===== src/rtl/byte_stream_pkg.sv =====
// ============================================================================
// byte_stream_pkg : shared constants and types for the byte-stream receiver
// Rev 1.0
// ============================================================================
`default_nettype none

package byte_stream_pkg;

  localparam int C_DATA_W = 8;
  localparam int C_DEPTH  = 4;

  typedef logic [C_DATA_W-1:0] beat_t;

  // Pointer width for a FIFO of the given depth; a single entry still needs one bit.
  function automatic int ptr_width(input int depth);
    return (depth > 1) ? $clog2(depth) : 1;
  endfunction

endpackage

`default_nettype wire


===== src/rtl/byte_stream_fifo_mem.sv =====
// ============================================================================
// byte_stream_fifo_mem : DEPTH x DATA_W register array, sync write, async read
// Rev 1.0
// ============================================================================
`default_nettype none

module byte_stream_fifo_mem
  import byte_stream_pkg::*;
#(
  parameter int DATA_W = C_DATA_W,
  parameter int DEPTH  = C_DEPTH,
  parameter int PTR_W  = ptr_width(DEPTH)
) (
  input  logic              clk,
  input  logic              i_we,
  input  logic [PTR_W-1:0]  i_waddr,
  input  logic [DATA_W-1:0] i_wdata,
  input  logic [PTR_W-1:0]  i_raddr,
  output logic [DATA_W-1:0] o_rdata
);

  logic [DATA_W-1:0] r_mem [DEPTH];

  always_ff @(posedge clk) begin
    if (i_we) begin
      r_mem[i_waddr] <= i_wdata;
    end
  end

  assign o_rdata = r_mem[i_raddr];

endmodule

`default_nettype wire


===== src/rtl/byte_stream_receiver.sv =====
// ============================================================================
// byte_stream_receiver : captures a no-backpressure byte stream into a FIFO
// and re-presents it on a ready/valid port with a sticky overflow flag. Rev 1.0
// ============================================================================
`default_nettype none

module byte_stream_receiver
  import byte_stream_pkg::*;
#(
  parameter int DATA_W = C_DATA_W,
  parameter int DEPTH  = C_DEPTH,
  parameter int CNT_W  = $clog2(DEPTH + 1)
) (
  input  logic              clk,
  input  logic              reset,
  input  logic [DATA_W-1:0] in_data,
  input  logic              in_valid,
  output logic [DATA_W-1:0] out_data,
  output logic              out_valid,
  input  logic              out_ready,
  output logic [CNT_W-1:0]  level,
  output logic              overflow,
  input  logic              clear_ovf
);

  localparam int PTR_W = ptr_width(DEPTH);

  logic [PTR_W-1:0]  r_rptr;
  logic [PTR_W-1:0]  r_wptr;
  logic [CNT_W-1:0]  r_level;
  logic              r_out_valid;
  logic [DATA_W-1:0] r_out_data;
  logic              r_overflow;

  logic              w_full;
  logic              w_pop;
  logic              w_push;
  logic              w_drop;
  logic              w_we;
  logic [PTR_W-1:0]  w_rptr_nxt;
  logic [PTR_W-1:0]  w_wptr_nxt;
  logic [CNT_W-1:0]  w_level_nxt;
  logic [CNT_W-1:0]  w_remain;
  logic [DATA_W-1:0] w_mem_rdata;
  logic [DATA_W-1:0] w_head_nxt;

  assign w_full = (r_level == CNT_W'(DEPTH));
  assign w_pop  = r_out_valid & out_ready;
  assign w_push = in_valid & (~w_full | w_pop);
  assign w_drop = in_valid & w_full & ~w_pop;
  assign w_we   = w_push & reset;

  // Entries left after this cycle's pop; zero means the beat being written
  // right now becomes the new head, so it is taken from in_data directly.
  assign w_remain = r_level - {{(CNT_W-1){1'b0}}, w_pop};

  always_comb begin
    w_rptr_nxt  = w_pop  ? r_rptr + PTR_W'(1) : r_rptr;
    w_wptr_nxt  = w_push ? r_wptr + PTR_W'(1) : r_wptr;
    w_level_nxt = r_level;
    if (w_push && !w_pop) begin
      w_level_nxt = r_level + CNT_W'(1);
    end else if (w_pop && !w_push) begin
      w_level_nxt = r_level - CNT_W'(1);
    end
    w_head_nxt = (w_push && (w_remain == '0)) ? in_data : w_mem_rdata;
  end

  byte_stream_fifo_mem #(
    .DATA_W (DATA_W),
    .DEPTH  (DEPTH),
    .PTR_W  (PTR_W)
  ) u_mem (
    .clk     (clk),
    .i_we    (w_we),
    .i_waddr (r_wptr),
    .i_wdata (in_data),
    .i_raddr (w_rptr_nxt),
    .o_rdata (w_mem_rdata)
  );

  always_ff @(posedge clk) begin
    if (!reset) begin
      r_rptr      <= '0;
      r_wptr      <= '0;
      r_level     <= '0;
      r_out_valid <= 1'b0;
      r_out_data  <= '0;
      r_overflow  <= 1'b0;
    end else begin
      r_rptr      <= w_rptr_nxt;
      r_wptr      <= w_wptr_nxt;
      r_level     <= w_level_nxt;
      r_out_valid <= (w_level_nxt != '0);
      if (w_level_nxt != '0) begin
        r_out_data <= w_head_nxt;
      end
      // A drop in the same cycle as a clear keeps the flag set.
      if (w_drop) begin
        r_overflow <= 1'b1;
      end else if (clear_ovf) begin
        r_overflow <= 1'b0;
      end
    end
  end

  assign out_data  = r_out_data;
  assign out_valid = r_out_valid;
  assign level     = r_level;
  assign overflow  = r_overflow;

endmodule

`default_nettype wire


===== config.mk =====
export PLATFORM = sky130hd
export DESIGN_NAME = byte_stream_receiver
export DESIGN_NICKNAME = d
export VERILOG_FILES = /design/src/rtl/byte_stream_pkg.sv /design/src/rtl/byte_stream_fifo_mem.sv /design/src/rtl/byte_stream_receiver.sv
export SDC_FILE = /design/constraint.sdc
export NUM_CORES = 1
export LEC_CHECK = 0
export ABC_AREA = 1
export ABC_CLOCK_PERIOD_IN_PS = 3900
export CAP_MARGIN = 30
export CORE_UTILIZATION = 55
export DETAILED_ROUTE_END_ITERATION = 16
export PLACE_DENSITY = 0.78
export SETUP_SLACK_MARGIN = 0.1
export SLEW_MARGIN = 5
export SYNTH_ARGS = -nofsm -noshare
export SYNTH_HDL_FRONTEND = slang
export SYNTH_SLANG_ARGS = --single-unit

===== constraint.sdc =====
create_clock -name clk -period 3.9 [get_ports clk]
set_input_delay 0.78 -clock clk [delete_from_list [all_inputs] [get_ports clk]]
set_output_delay 0.78 -clock clk [all_outputs]
set_load 0.03 [all_outputs]

; Yosys cells after proc, flatten, opt, wreduce, memory -nomap -nowiden
; Memories as Yosys holds them, arrays and structs flattened.
; Index checks and enable logic that the tools add are counted.
[totals]
input_bits = 13
n_memories = 1
elab_cells = 37
output_inout_bits = 13
ramBits = 32
reg_bits = 17
[classes]
n_reduce_logical = 8
eq_ne = 1
n_addsub = 5
n_mux = 8
bitwise_logic = 8
[mem_list]
columns = name, words, word_bits, read_ports, rd_clocked_by_memory_dff, write_ports, line_no
row1 = u_mem.r_mem, 4, 8, 1, 0, 1, byte_stream_fifo_mem.sv:22  ; logic [DATA_W-1:0] r_mem [DEPTH];
[ops]
columns = operator, n
row1 = $mux W8, 1
row2 = $mux W3, 2
row3 = $and A1 B1 Y1, 5
row4 = $add A2 B1 Y2 const B, 2
row5 = $mux W1, 4
row6 = $add A3 B1 Y3 const B, 1
row7 = $eq A3 B3 Y1 const B, 1
row8 = $logic_and A1 B1 Y1, 3
row9 = $logic_not A3 Y1, 1
row10 = $reduce_bool A3 Y1, 1
row11 = $sub A3 B1 Y3, 1
row12 = $sub A3 B1 Y3 const B, 1
row13 = $logic_not A1 Y1, 2
row14 = $mux W2, 1
row15 = $not A1 Y1, 2
row16 = $reduce_bool A2 Y1, 1
row17 = $or A1 B1 Y1, 1

; Depth between registers and ports, before layout
; Gate-level depths: netlist of run 1.
[logic_depth]
word_depth = 9
depth_mapped = 12
mapped_depth_nobuf = 12

; By module
; A second synthesis of run 1 with hierarchy kept.
[hier_totals]
cells_unflattened = 289
area_unflattened_um2 = 2391.0
[by_module_without_submodules]
columns = module, seq_area_each_um2, area_each_um2, cells_each, n_inst
row1 = byte_stream_fifo_mem, 960.9, 1387.6, 133, 1
row2 = byte_stream_receiver, 340.3, 1003.5, 156, 1

; Worst setup path after synthesis of run 1
; Ideal clock, no wire load.
[synth_timing]
path_kind = register -> register
startpoint = register r_level[0] (netlist: level[0])
endpoint = memory u_mem.r_mem[0][0] (netlist bit), enable pin
setup_slack_ns = 1.805
t_required_ns = 3.529
stages_incl_launch_ff = 10
arrival_time_ns = 1.724
path_buffers = 0
setup_time_ns = 0.371
period_less_slack_ns = 2.095
cell_sequence = dfxtp_1 -> inv_1 -> ha_1 -> nand2_1 -> inv_1 -> nand2_2 -> nand2_4 -> inv_1 -> nand2_1 -> nor2_1
[synth_via]
elab_chain_len = 7
[synth_lines]
columns = item, line_no
row1 = start: declaration, byte_stream_receiver.sv:30  ; logic [CNT_W-1:0] r_level;
row2 = start signal: assignment, byte_stream_receiver.sv:93  ; r_level <= w_level_nxt;
row3 = $eq A3 B3 Y1, byte_stream_receiver.sv:47  ; assign w_full = (r_level == CNT_W'(DEPTH));
row4 = $not A1 Y1, byte_stream_receiver.sv:49  ; assign w_push = in_valid & (~w_full | w_pop);
row5 = $or A1 B1 Y1, byte_stream_receiver.sv:49
row6 = $and A1 B1 Y1, byte_stream_receiver.sv:49
row7 = $and A1 B1 Y1, byte_stream_receiver.sv:51  ; assign w_we = w_push & reset;
row8 = $mux W1, byte_stream_fifo_mem.sv:25  ; if (i_we) begin
row9 = $mux W1 (not written as such), byte_stream_fifo_mem.sv:26  ; r_mem[i_waddr] <= i_wdata;
row10 = end: declaration, byte_stream_fifo_mem.sv:22
; Every way passes these cells.

; Final worst setup path of run 1
[layout_timing]
startpoint = input out_ready
endpoint = register r_out_data[4] (netlist: out_data[4])
[layout_via]
elab_chain_len = 8
elab_cells_between_ends = 16
classes_between = add/sub (1) / mux (4) / bitwise (3) / reduce/logical (7) / memory (1)
[layout_lines]
columns = item, line_no
row1 = start: declaration, byte_stream_receiver.sv:20  ; input logic out_ready,
row2 = $and A1 B1 Y1 *, byte_stream_receiver.sv:48  ; assign w_pop = r_out_valid & out_ready;
row3 = $or A1 B1 Y1, byte_stream_receiver.sv:49
row4 = $and A1 B1 Y1, byte_stream_receiver.sv:49
row5 = $logic_not A1 Y1, byte_stream_receiver.sv:63  ; end else if (w_pop && !w_push) begin
row6 = $logic_and A1 B1 Y1, byte_stream_receiver.sv:63
row7 = $mux W3, byte_stream_receiver.sv:63
row8 = $mux W3, byte_stream_receiver.sv:61  ; if (w_push && !w_pop) begin
row9 = $reduce_bool A3 Y1, byte_stream_receiver.sv:95  ; if (w_level_nxt != '0) begin
row10 = end signal: assignment, byte_stream_receiver.sv:96  ; r_out_data <= w_head_nxt;
row11 = end: declaration, byte_stream_receiver.sv:32  ; logic [DATA_W-1:0] r_out_data;
; Mark *: on every way between the ends. The rest lies on a longest branch, timed or not.
; A chain may end at the register's enable or synchronous reset.

==> impl_metrics.yaml, run 1 <==
status:
  status: "complete, no violations"
setup_path:
  reg2reg_to: "u_mem.r_mem[1][7]"
  ff2ff_path_depth: 9
  critPathKind: "in2reg"
  max_stage_delay_ps: 580
  slowest_stage: "clkdlybuf4s50_1"
  crit_path_end_kind: "flop"
  crit_top_cell: "nand2_1"
  path_cells: "clkdlybuf4s50_1, nand2_4, inv_2, ha_1, inv_1, nand2_1, nand3_1, nor3_4, inv_4, nand2_1, nand2_1, nor2_1, nor2_1"
  cp-startpoint: "out_ready"
  cp.arrival_ps: 2730
  cp.required_ps: 4100
  startpoint_type: "input pin"
  reg2reg_slack_ps: 1660
  worstReg2RegStart: "level[0]"
  cp_max_fo: 9
  critical_path.endpoint: "out_data[4]"
logic_synthesis:
  synth_xor_area_share_pct: 0
  synth_fa_ha_area_share_pct: 4.15
  synth_warnings: 0
  syn-cell-area_mm2: 0.00241
  synth_top_family_by_area: "simple AND/OR/NAND/NOR gates"
  synth_mux_area_share_pct: 0
  syn_inst: 272
  syn_avg_cell_area_um2: 8.87
  synth_compound_area_share_pct: 1.04
  syn_nets: 293
  synth_seq_cells: 49
  synth.yosys.seq_area_share_pct: 53.9
  synth_simple_gate_area_share_pct: 33.5
  ys_types: 23
worst_hold_path:
  min_path_type: "reg2reg"
  hold_start: "overflow"
job:
  cap_violations: 0
sta:
  skew_ps: 8.29
  worstMarginPinSlew_ps: 785
  grt_setup_unrepaired: "no"
  drv_slew: 0
  setup_viol: 0
  finalHoldViolations: 0
  fin_ws_ps: 1370
  hold_slack_ps: 491
  timing.setup.tns_ps: 0
  clock.fmax_mhz: 396
  finalCritPeriodShare_pct: 64.8
  final.min_clock_period_ps: 2530
  slew_headroom_pct: 47.5
layout:
  layout_commonest_cell: "nand2_1"
  antenna_cells: 0
  drive_above_1_share_pct: 8.94
  final_cell_mix: "80 x nand2_1, 35 x inv_1, 32 x edfxtp_1"
  fin_area_mm2: 0.00280
  area_growth_syn_to_layout_pct: 15.9
  nNetsFinal: 322
floorplan:
  dieArea_mm2: 0.00465
  die_w_um: 68.2
  top_level_ports: 26
  die_y_um: 68.2
  rows: 23
  core-area_mm2: 0.00412
  start_util_pct: 58.6
clocking:
  numCtsBuffers: 5
  clk_latency_ps: 300
  cts_sinks: 49
  clock-root-buffer: "clkbuf_8"
  cts_hold_buf: 0
  cts_tree: "built"
  clockBufferDepth: 2
  htreeDepth: 2
  cts_resized: 0
  cts.reportedPaths.clkPinSlew_ps: 90
  postCtsSetupBuffers: 0
drt:
  dr.pass1.iters: 4
  viasPerCell: 5.20
  drc_errors: 0
  vias: 1832
  antenna_left: 0
  dr.first_iter.drc_count: 113
  wl_per_cell_um: 13.4
  drt-total-wl_um: 4710
pwr:
  leakage_nw: 1.23
  vdd_drop_max_mv: 0.287
  powerDensity_mw_per_mm2: 467
grt:
  first_global_vias: 1617
  grt-ovfl-total: 0
  grt_start_max_net_pins: 19
  grt_use_total_pct: 23.0
  grt_antenna_before_repair: 0
  grt_pass1_wl_um: 7490
place:
  place_worst_setup_slack_ps: 1040
  port_buffers: 25
  dp_hpwl_um: 3280
  routabilityCongestion: 0.791
  dpl_cell_area_mm2: 0.00271
==> registers in the layout, indices dropped and copies added, names as in the netlist <==
register and flops:
u_mem.r_mem 32, out_data 8, level 3, r_rptr 2, r_wptr 2, out_valid 1, overflow 1
==> critical path: cells and delay by family <==
kind	cells	cell delay, ps
AND/OR/NAND/NOR	8	1010
adder cells (fa/ha/maj)	1	130
buffers and inverters	4	820
==> cell usage after synthesis <==
cell / n / share of area, %
a21oi_1: 3 / 0.62
buf_2: 1 / 0.21
buf_4: 1 / 0.31
buf_6: 1 / 0.47
clkbuf_1: 1 / 0.16
clkinv_2: 1 / 0.21
dfxtp_1: 17 / 14
edfxtp_1: 32 / 40
ha_1: 8 / 4.1
inv_1: 35 / 5.4
inv_2: 2 / 0.31
inv_4: 1 / 0.26
nand2_1: 80 / 12
nand2_2: 5 / 1.3
nand2_4: 5 / 2.3
nand3_1: 24 / 5.0
nand3_2: 2 / 0.83
nand3b_1: 8 / 2.5
nand4_1: 12 / 3.1
nor2_1: 29 / 4.5
nor2_8: 1 / 0.83
nor3_4: 1 / 0.67
o21ai_0: 2 / 0.41
==> logic make-up after synthesis <==
group | Yosys count
DFF | 49
adders and majority gates | 8
AOI/OAI and AO/OA | 5
buffers and inverters | 43
and+or+nand+nor | 167
==> worst min path at each step <==
stage | end | slack (ps) | cells past startpoint
CTS | overflow | 500 | 2
finish | overflow | 490 | 2
global placement | overflow | 470 | 2
global route | overflow | 550 | 2
floorplan | r_wptr[1] | 490 | 2
detailed placement | overflow | 470 | 2
==> layer usage <==
layer  global-route usage [%]  part of all wire [%]  wire length [um]  vias up
met2                     36.0                    47              2220       51
met5                        0                     0                 0        -
met4                     8.33                   1.2                57        0
met1                     30.5                    46              2170      834
met3                     6.17                   5.7               267        5
li1                         -                     -                 -      942
==> power by group <==
part | internal [mW] | total, mW | switching [mW]
sequential | 0.593 | 0.617 | 0.0237
clock | 0.127 | 0.298 | 0.171
combinational | 0.138 | 0.390 | 0.252
==> metrics by stage <==
stage	power (mW)	utilization [%]	std cells
4_1_cts	1.31	68.0	352
2_1_floorplan	0.897	-	272
3_3_place_gp	1.01	65.7	344
5_1_grt	1.38	68.0	352
3_5_place_dp	1.02	65.7	344
6_report	1.31	68.0	352
==> cell type report <==
class | instances | area, um2
Fill cell | 348 | 1320
Multi-Input combinational cell | 180 | 933
Clock buffer | 5 | 68.8
Timing Repair Buffer | 26 | 258
Clock inverter | 3 | 22.5
Inverter | 39 | 150
Sequential cell | 49 | 1300
Tap cell | 50 | 62.6
Note: power is estimated with default switching activity, not from simulation.
==> run 2, diff against run 1 <==
ABC_CLOCK_PERIOD_IN_PS = 2100   (was 3900)
CORE_UTILIZATION = 50   (was 55)
PLACE_DENSITY = 0.75   (was 0.78)
clock period = 2.1 ns   (was 3.9 ns; I/O delays follow)
==> impl_metrics.yaml, run 2 (synthesized netlist as in run 1, its figures left out) <==
setup_path:
  cp.arrival_ps: 1480
  cp_max_fo: 5
  max_stage_delay_ps: 720
  path_cells: "clkdlybuf4s50_1"
  critPathKind: "reg2out"
  startpoint_type: "flop"
  slowest_stage: "clkdlybuf4s50_1"
  cp.required_ps: 1680
  crit_path_end_kind: "output pin"
  cp_num_buf_inv: 1
  cp_top_family: "buffers and inverters"
grt:
  grt_start_max_net_pins: 18
  grt_pass1_wl_um: 8240
  grt-ovfl-total: 0
  first_global_vias: 1882
  grt_antenna_before_repair: 0
  grt_use_total_pct: 21.1
floorplan:
  core-area_mm2: 0.00450
  die_w_um: 71.5
  die_y_um: 71.5
  rows: 24
  top_level_ports: 26
  dieArea_mm2: 0.00511
  start_util_pct: 53.6
pwr:
  finalPower_mw: 2.49
  powerDensity_mw_per_mm2: 841
  leakage_nw: 1.32
  vdd_drop_max_mv: 0.576
layout:
  area_growth_syn_to_layout_pct: 22.9
  nNetsFinal: 339
  drive_above_1_share_pct: 13.8
  multiInputGateArea_um2: 936
  top_register: "u_mem.r_mem"
  regArea_mm2: 0.00130
  antenna_cells: 0
  final_cell_mix: "79 x nand2_1, 35 x inv_1, 32 x edfxtp_1"
  fillCellCount: 364
  largest_reg_flops: 32
  layout_commonest_cell: "nand2_1"
sta:
  worstMarginPinSlew_ps: 314
  hold_slack_ps: 505
  finalCritPeriodShare_pct: 90.3
  clock.fmax_mhz: 527
  slew_headroom_pct: 79.0
  setup_viol: 0
  skew_ps: 8.43
  final.min_clock_period_ps: 1900
  grt_setup_unrepaired: "no"
  drv_slew: 0
  finalHoldViolations: 0
drt:
  drt-total-wl_um: 4620
  wl_per_cell_um: 12.4
  vias: 1878
  antenna_left: 0
  drc_errors: 0
  dr.first_iter.drc_count: 52
  dr.pass1.iters: 4
  viasPerCell: 5.06
status:
  status: "complete, no violations"
place:
  port_buffers: 25
  routabilityCongestion: 0.806
  dp_hpwl_um: 3480
job:
  cap_violations: 0
clocking:
  clk_latency_ps: 300
  numCtsBuffers: 5
  cts_sinks: 49
  clock-root-buffer: "clkbuf_8"
  htreeDepth: 2
  cts.reportedPaths.clkPinSlew_ps: 90
  cts_tree: "built"
  clockBufferDepth: 2
worst_hold_path:
  min_path_type: "reg2reg"
-- run 2: cell type report --
class	instances	area share [%]
flip-flops and latches	49	43.9
multi-input cells	180	31.6
repair buffers	43	14.3
inverters	39	5.07
clock buffers	5	2.32
well taps	52	2.20
clock inverters	3	0.675
-- run 2: stage by stage --
step	std cells	TNS [ps]	setup slack (ps)	util (%)	cell area (um2)
floorplan	272	0	5.11	-	2410
CTS	371	0	192	65.8	2960
global placement	363	0	2.85	63.8	2870
detailed placement	363	-102	-28.6	63.8	2870
global route	371	0	138	65.8	2960
finish	371	0	203	65.8	2960
-- run 2: metal layers --
| layer | share of wire, % | GRT usage, % |
|---|---|---|
| met1 | 43 | 25.3 |
| met4 | 1.6 | 7.84 |
| met2 | 53 | 38.5 |
| met3 | 2.4 | 3.38 |
| met5 | 0 | 0 |
-- run 2: where the power goes --
group / switching (mW) / internal (mW)
Combinational: 0.472 / 0.327
Sequential: 0.0433 / 1.10
Clock: 0.315 / 0.235
Total: 0.830 / 1.66
-- run 2: worst paths after layout --
check | startpoint | endpoint | slack [ps] | cells past startpoint
worst max-delay path | out_valid | out_valid | 200 | 1
worst min-delay path | overflow | overflow | 500 | 2
worst max register to register | level[0] | out_data[3] | 340 | 12
worst min register to register | overflow | overflow | 500 | 2
-- run 2: timing repair --
action	CTS	global route
resized for setup	0	1
endpoints found under the setup margin	0	1
setup buffers	0	0
hold buffers	0	0
